### src/rtl/input_spike_loader_pkg.sv
// Shared SNN definitions for the spike loader: default widths, neuron/group
// derived SRAM address width, loader FSM states and a small width helper.
package input_spike_loader_pkg;

  localparam int N_SZ       = 32;
  localparam int G_SZ       = 4;
  localparam int SNN_ADDR_W = $clog2(N_SZ * G_SZ);
  localparam int SNN_IN_W   = 16;
  localparam int SNN_WORD_W = 32;

  typedef enum logic [1:0] {
    ST_IDLE  = 2'd0,
    ST_LOAD  = 2'd1,
    ST_DRAIN = 2'd2,
    ST_DONE  = 2'd3
  } load_state_e;

  // Chunk-index width; a one-chunk word still needs a 1-bit index register.
  function automatic int idx_width(input int r);
    return (r > 1) ? $clog2(r) : 1;
  endfunction

endpackage

### src/rtl/spike_word_fifo.sv
// Small staging FIFO between the chunk packer and the SRAM write port.
// Head word is visible combinationally so a pop can register it directly.
module spike_word_fifo #(
  parameter int WORD_W = 32,
  parameter int DEPTH  = 4
) (
  input  logic              clk,
  input  logic              rst,
  input  logic              push,
  input  logic [WORD_W-1:0] wdata,
  input  logic              pop,
  output logic [WORD_W-1:0] rdata,
  output logic              full,
  output logic              empty
);

  localparam int PTR_W = $clog2(DEPTH);
  localparam logic [PTR_W:0] FULL_CNT = (PTR_W + 1)'(DEPTH);

  logic [WORD_W-1:0] mem_q [DEPTH];
  logic [PTR_W-1:0]  wr_ptr_q;
  logic [PTR_W-1:0]  rd_ptr_q;
  logic [PTR_W:0]    count_q;
  logic              do_push;
  logic              do_pop;

  assign full    = (count_q == FULL_CNT);
  assign empty   = (count_q == '0);
  assign do_push = push && !full;
  assign do_pop  = pop && !empty;
  assign rdata   = mem_q[rd_ptr_q];

  always_ff @(posedge clk) begin
    if (do_push) begin
      mem_q[wr_ptr_q] <= wdata;
    end
  end

  always_ff @(posedge clk) begin
    if (!rst) begin
      wr_ptr_q <= '0;
      rd_ptr_q <= '0;
      count_q  <= '0;
    end else begin
      if (do_push) wr_ptr_q <= wr_ptr_q + 1'b1;
      if (do_pop)  rd_ptr_q <= rd_ptr_q + 1'b1;
      case ({do_push, do_pop})
        2'b10:   count_q <= count_q + 1'b1;
        2'b01:   count_q <= count_q - 1'b1;
        default: count_q <= count_q;
      endcase
    end
  end

endmodule

### src/rtl/input_spike_loader.sv
// Packs external spike chunks LSB-first into SRAM words, stages them in a
// FIFO and writes them to consecutive SRAM addresses whenever the port is granted.
module input_spike_loader
  import input_spike_loader_pkg::*;
#(
  parameter int IN_W        = SNN_IN_W,
  parameter int WORD_W      = SNN_WORD_W,
  parameter int ADDR_W      = SNN_ADDR_W,
  parameter int FRAME_WORDS = 128,
  parameter int FIFO_DEPTH  = 4
) (
  input  logic              clk,
  input  logic              rst,
  input  logic              start,
  input  logic [ADDR_W-1:0] base_addr,
  input  logic [IN_W-1:0]   ext_in,
  input  logic              ext_valid,
  input  logic              ext_last,
  output logic              ext_ready,
  input  logic              wr_grant,
  output logic [WORD_W-1:0] DIN,
  output logic [ADDR_W-1:0] input_addr,
  output logic              wr_en,
  output logic              busy,
  output logic              frame_done,
  output logic [ADDR_W:0]   words_written
);

  localparam int R     = WORD_W / IN_W;
  localparam int IDX_W = idx_width(R);
  localparam logic [IDX_W-1:0] LAST_IDX  = IDX_W'(R - 1);
  localparam logic [ADDR_W:0]  FRAME_CNT = (ADDR_W + 1)'(FRAME_WORDS);

  load_state_e       state_q;
  logic [WORD_W-1:0] pack_q;
  logic [IDX_W-1:0]  chunk_idx_q;
  logic [ADDR_W:0]   pushed_q;
  logic              pad_pending_q;
  logic [ADDR_W-1:0] wr_addr_q;
  logic [WORD_W-1:0] din_q;
  logic [ADDR_W-1:0] addr_q;
  logic              wr_en_q;
  logic              frame_done_q;
  logic [ADDR_W:0]   words_written_q;

  logic              fifo_full;
  logic              fifo_empty;
  logic [WORD_W-1:0] fifo_rdata;
  logic              accept;
  logic              word_full;
  logic              pad_push;
  logic              push;
  logic              pop;
  logic [WORD_W-1:0] word_asm;
  logic [WORD_W-1:0] push_word;

  // Readiness depends only on registered state, never on wr_grant.
  assign ext_ready = (state_q == ST_LOAD) && !fifo_full;
  assign accept    = ext_ready && ext_valid;
  assign word_full = accept && (chunk_idx_q == LAST_IDX);
  assign pad_push  = (state_q == ST_DRAIN) && pad_pending_q && !fifo_full;
  assign push      = word_full || pad_push;
  assign push_word = pad_push ? pack_q : word_asm;
  assign pop       = !fifo_empty && wr_grant;

  always_comb begin
    word_asm = pack_q;
    word_asm[chunk_idx_q * IN_W +: IN_W] = ext_in;
  end

  spike_word_fifo #(
    .WORD_W (WORD_W),
    .DEPTH  (FIFO_DEPTH)
  ) u_fifo (
    .clk   (clk),
    .rst   (rst),
    .push  (push),
    .wdata (push_word),
    .pop   (pop),
    .rdata (fifo_rdata),
    .full  (fifo_full),
    .empty (fifo_empty)
  );

  always_ff @(posedge clk) begin
    if (!rst) begin
      state_q         <= ST_IDLE;
      pack_q          <= '0;
      chunk_idx_q     <= '0;
      pushed_q        <= '0;
      pad_pending_q   <= 1'b0;
      wr_addr_q       <= '0;
      din_q           <= '0;
      addr_q          <= '0;
      wr_en_q         <= 1'b0;
      frame_done_q    <= 1'b0;
      words_written_q <= '0;
    end else begin
      wr_en_q      <= 1'b0;
      frame_done_q <= 1'b0;

      if (pop) begin
        din_q           <= fifo_rdata;
        addr_q          <= wr_addr_q;
        wr_addr_q       <= wr_addr_q + 1'b1;
        wr_en_q         <= 1'b1;
        words_written_q <= words_written_q + 1'b1;
      end

      case (state_q)
        ST_IDLE: begin
          if (start) begin
            state_q         <= ST_LOAD;
            wr_addr_q       <= base_addr;
            pack_q          <= '0;
            chunk_idx_q     <= '0;
            pushed_q        <= '0;
            pad_pending_q   <= 1'b0;
            words_written_q <= '0;
          end
        end
        ST_LOAD: begin
          if (accept) begin
            if (word_full) begin
              pack_q      <= '0;
              chunk_idx_q <= '0;
              pushed_q    <= pushed_q + 1'b1;
            end else begin
              pack_q      <= word_asm;
              chunk_idx_q <= chunk_idx_q + 1'b1;
            end
          end
          // A partial final word stays in pack_q, zero-padded, until DRAIN pushes it.
          if (accept && ext_last) begin
            state_q       <= ST_DRAIN;
            pad_pending_q <= !word_full;
          end else if (word_full && ((pushed_q + 1'b1) == FRAME_CNT)) begin
            state_q <= ST_DRAIN;
          end
        end
        ST_DRAIN: begin
          if (pad_push) begin
            pad_pending_q <= 1'b0;
            pack_q        <= '0;
            pushed_q      <= pushed_q + 1'b1;
          end else if (fifo_empty && !pad_pending_q) begin
            state_q      <= ST_DONE;
            frame_done_q <= 1'b1;
          end
        end
        default: begin
          state_q <= ST_IDLE;
        end
      endcase
    end
  end

  assign DIN           = din_q;
  assign input_addr    = addr_q;
  assign wr_en         = wr_en_q;
  assign busy          = (state_q != ST_IDLE);
  assign frame_done    = frame_done_q;
  assign words_written = words_written_q;

endmodule

### config.mk
export PLATFORM = sky130hd
export DESIGN_NAME = input_spike_loader
export DESIGN_NICKNAME = d
export VERILOG_FILES = /design/src/rtl/input_spike_loader_pkg.sv /design/src/rtl/spike_word_fifo.sv /design/src/rtl/input_spike_loader.sv
export SDC_FILE = /design/constraint.sdc
export NUM_CORES = 1
export LEC_CHECK = 0
export ABC_CLOCK_PERIOD_IN_PS = 4950
export CAP_MARGIN = 15
export CELL_PAD_IN_SITES_DETAIL_PLACEMENT = 1
export CELL_PAD_IN_SITES_GLOBAL_PLACEMENT = 1
export CORE_MARGIN = 5
export CORE_UTILIZATION = 35
export CTS_BUF_LIST = sky130_fd_sc_hd__clkbuf_2 sky130_fd_sc_hd__clkbuf_4 sky130_fd_sc_hd__clkbuf_8
export DETAILED_ROUTE_END_ITERATION = 10
export GPL_TIMING_DRIVEN = 0
export PLACE_DENSITY_LB_ADDON = 0.05
export SYNTH_ARGS = -nofsm -noshare
export SYNTH_HDL_FRONTEND = slang
export SYNTH_SLANG_ARGS = --single-unit
### constraint.sdc
create_clock -name clk -period 4.95 [get_ports clk]
set_input_delay 0.99 -clock clk [delete_from_list [all_inputs] [get_ports clk]]
set_output_delay 0.99 -clock clk [all_outputs]
set_load 0.005 [all_outputs]
==> metrics.md <==
| Metric | Value |
|---|---|
| Ant diodes | `0` |
| First-pass GRT wire length | `37800 um` |
| Dominant cells by area after synthesis | `sky130_fd_sc_hd__edfxtp_1 41%, sky130_fd_sc_hd__dfxtp_1 23%, sky130_fd_sc_hd__mux4_2 7.6%` |
| Routed via count divided by cell count | `4.96` |
| Per-instance average area after synthesis | `13.2 um^2` |
| Maximum number of pins on one net before global-route repair | `27` |
| Count of flip-flops with a built-in enable after synthesis | `128` |
| Flip-flop cell with the highest count after synthesis | `sky130_fd_sc_hd__edfxtp_1` |
| Crit path time final | `3.29 ns` |
| Total gr overflow | `0` |
| Unrepaired setup endpoints after global routing | `false` |
| Number of filler instances in the final layout | `2806` |
| Instance count along the most critical hold path | `2` |
| NumNets Final | `886` |
| Number of hold buffers added after CTS | `0` |
| Leak pwr | `3.98 nW` |
| Reg2reg setup slack | `2.01 ns` |
| Number of design rule violations left after detail routing | `0` |
| Quantity of gates resized following cts | `0` |
| Distinct cell type count of the synthesized netlist | `45` |
| Max rail drop VDD | `198 uV` |
| Horizontal die dimension | `174 um` |
| Number of buffers between clock root and the deepest sink | `3` |
| Max-cap violation count | `0` |
| Library cell used as clock root buffer | `sky130_fd_sc_hd__clkbuf_8` |
| Portion of synthesized cell area occupied by the leading cell type | `0.408` |
| Number of global-route vias before repair | `6594` |
| Gate count of the mapped netlist | `717` |
| Area leader, netlist | `sky130_fd_sc_hd__edfxtp_1` |
| Antenna viol nets, final | `0` |
| Nature of the critical path startpoint | `input port` |
| Count of routing violations after the opening detailed-route iteration | `292` |
| Core Region | `26700 um^2` |
| Largest stage delay on the critical path | `0.54 ns` |
| Initial antenna violation count | `0` |
| Data arrival time of the critical path | `3.75 ns` |
| Number of buffer cells added on primary ports | `78` |
| Total power after layout | `4.77 mW` |
| Number of vias after detailed routing | `6043` |
| Synthesis Warnings | `0` |
| Post-layout utilization of the core | `0.433` |
| Pre-Repair DR Iteration Count | `5` |
| Routed wire per std cell | `19.9 um` |
| Source-to-sink clock delay at the later pin of the worst-skew pair | `0.55 ns` |
| GPL Wtd Cong | `0.727` |
| Net count after synthesis | `760` |
| Synth-to-layout area growth | `22.6%` |
| Worst Reg-to-Reg Cells | `9` |
| Timing-limited maximum frequency | `0.304 GHz` |
| Number of storage elements in the synthesis netlist | `235` |
| Max Transition Viols Final | `0` |
| Share of synthesized area occupied by flip-flops and latches | `0.635` |
| Standard-cell rows | `60` |
| Final Setup Violations | `0` |
| Layout cells sized above 1 | `0.174` |
| Slew margin rel. | `0.405` |
| Number of sinks driven by the clock tree | `235` |
| Setup TNS after final layout | `0 ns` |
| FFs w/ async S/R, synth | `0` |
| Fin. Hold Viols | `0` |
| Top-level I/O count | `80` |
| Half-perimeter wire length after detailed placement | `16800 um` |
| Worst Clk Skew | `0.0303 ns` |
| Data required time of the worst path | `5.41 ns` |
| Clock tree from TritonCTS | `done` |
| Type of the worst setup path | `in -> reg` |
| Area enclosed by the die boundary | `30300 um^2` |
| Total detailed-routing wirelength | `24300 um` |
| Top cells by instance count after synthesis | `129 x sky130_fd_sc_hd__nand2_1, 128 x sky130_fd_sc_hd__edfxtp_1, 107 x sky130_fd_sc_hd__dfxtp_1, 39 x sky130_fd_sc_hd__a21boi_0` |
| Slew of the pin with the lowest slew margin | `0.887 ns` |
| Classification of the worst-slack hold path | `reg -> reg` |
| Outcome | `complete, no violations` |
| Max Fanout on Critical Path | `10` |
| H-tree depth reported by CTS | `2` |
| Vert. Die Dim | `174 um` |
| Most instantiated library cell after synthesis | `sky130_fd_sc_hd__nand2_1` |
| Fin crit share | `0.665` |
| Cells along the critical path | `clkdlybuf4s50_1, o31ai_2, inv_2, clkbuf_1, ha_1, inv_1, fa_1, xor2_1, or3_1, a21boi_0` |
| Number of post-CTS setup repair buffers | `0` |
| Initial Util | `0.353` |
| Clock-pin slew on the worst setup and hold paths | `0.06 ns` |
| Power density of the placed cells | `412 nW/um^2` |
| Worst Setup End Kind | `flop` |
| Clock buffers created by TritonCTS | `42` |
| Combined global-route utilization of all metal layers | `0.160` |
| Critical Path Slowest Stage Cell | `sky130_fd_sc_hd__clkbuf_1` |
| Netlist area before placement | `9430 um^2` |
==> metal layers <==
layer / part of all wire / vias to the layer above / global-route usage
met4: 0.020 / 0 / 0.0492
met3: 0.041 / 41 / 0.0331
met1: 0.46 / 2995 / 0.209
met5: 0 / - / 0
met2: 0.48 / 142 / 0.269
li1: - / 2865 / -
==> stage by stage <==
| step | instance area [um^2] | cells | setup slack (ns) | hold WS (ns) |
|---|---|---|---|---|
| finish | 11600 | 1218 | 1.66 | 0.452 |
| detailed placement | 10700 | 1140 | 1.01 | 0.445 |
| global route | 11600 | 1218 | 1.44 | 0.468 |
| CTS | 11600 | 1218 | 1.59 | 0.454 |
| floorplan | 9430 | 717 | 2.09 | 0.428 |
| global placement | 10600 | 1136 | 0.644 | 0.437 |
==> area by class of cell <==
type | count | area [um^2] | area share
clock inverters | 14 | 60.1 | 0.00519
well taps | 341 | 427 | 0.0369
plain buffers | 41 | 165 | 0.0143
clock buffers | 64 | 774 | 0.0670
flip-flops and latches | 235 | 5990 | 0.518
multi-input cells | 429 | 3240 | 0.281
repair buffers | 82 | 861 | 0.0745
inverters | 12 | 45.0 | 0.00390
==> final timing paths <==
| kind | start | end |
|---|---|---|
| max reg2reg | u_fifo.count_q[0] | u_fifo.count_q[2] |
| min reg2reg | DIN[9] | DIN[9] |
| max | wr_grant | u_fifo.count_q[2] |
| min | DIN[9] | DIN[9] |
==> cells in the final DEF, fill, tap and decap left out, types with 3 or more instances in the layout <==
cell and count:
sky130_fd_sc_hd__a21boi_0 39, sky130_fd_sc_hd__a21boi_1 19, sky130_fd_sc_hd__a21oi_1 8, sky130_fd_sc_hd__and2_1 9, sky130_fd_sc_hd__and2_2 4, sky130_fd_sc_hd__and3_1 20
sky130_fd_sc_hd__buf_12 4, sky130_fd_sc_hd__buf_2 6, sky130_fd_sc_hd__clkbuf_1 32, sky130_fd_sc_hd__clkbuf_4 17, sky130_fd_sc_hd__clkbuf_8 47, sky130_fd_sc_hd__clkdlybuf4s50_1 78
sky130_fd_sc_hd__clkinv_1 8, sky130_fd_sc_hd__clkinv_2 6, sky130_fd_sc_hd__dfxtp_1 107, sky130_fd_sc_hd__edfxtp_1 128, sky130_fd_sc_hd__ha_1 13, sky130_fd_sc_hd__inv_1 11
sky130_fd_sc_hd__mux2_2 32, sky130_fd_sc_hd__mux2i_1 5, sky130_fd_sc_hd__mux4_2 32, sky130_fd_sc_hd__nand2_1 129, sky130_fd_sc_hd__nand3_1 29, sky130_fd_sc_hd__nand4_1 6
sky130_fd_sc_hd__nor2_1 17, sky130_fd_sc_hd__nor2b_1 4, sky130_fd_sc_hd__nor3_1 5, sky130_fd_sc_hd__o211a_1 7, sky130_fd_sc_hd__o21ai_0 6, sky130_fd_sc_hd__o21ai_1 3
sky130_fd_sc_hd__or3_1 3, sky130_fd_sc_hd__xnor2_1 8, sky130_fd_sc_hd__xor2_1 11
==> worst max-delay path, delay by kind of cell <==
| family | cells | cell delay, ns |
|---|---|---|
| adders and majority gates | 2 | 0.67 |
| xor gates and xnor gates | 1 | 0.16 |
| and+or+nand+nor | 1 | 0.31 |
| buffers and inverters | 4 | 1.27 |
| AOI/OAI and AO/OA | 2 | 0.35 |
==> power breakdown <==
part           switching [mW]  internal [mW]
Combinational           0.477          0.283
Sequential             0.0619           2.15
Clock                   0.792          0.998
==> flip-flops by register name, summed over array words and instances, names as in the netlist, 2 cells and up <==
register	flops
pack_q	32
DIN	32
u_fifo.count_q	3
words_written	8
u_fifo.mem_q	128
wr_addr_q	7
pushed_q	8
u_fifo.wr_ptr_q	2
u_fifo.rd_ptr_q	2
input_addr	7
state_q	2
==> cell families after synthesis <==
group,after synthesis,synth area share
XOR/XNOR,19,0.0176
flip-flops,235,0.635
buffers and inverters,53,0.0223
adder cells (fa/ha/maj),14,0.0194
AND/OR/NAND/NOR,233,0.112
multiplexers,69,0.120
AO/OA/AOI/OAI,94,0.0738
No activity file was read; power rests on OpenSTA's default activity.
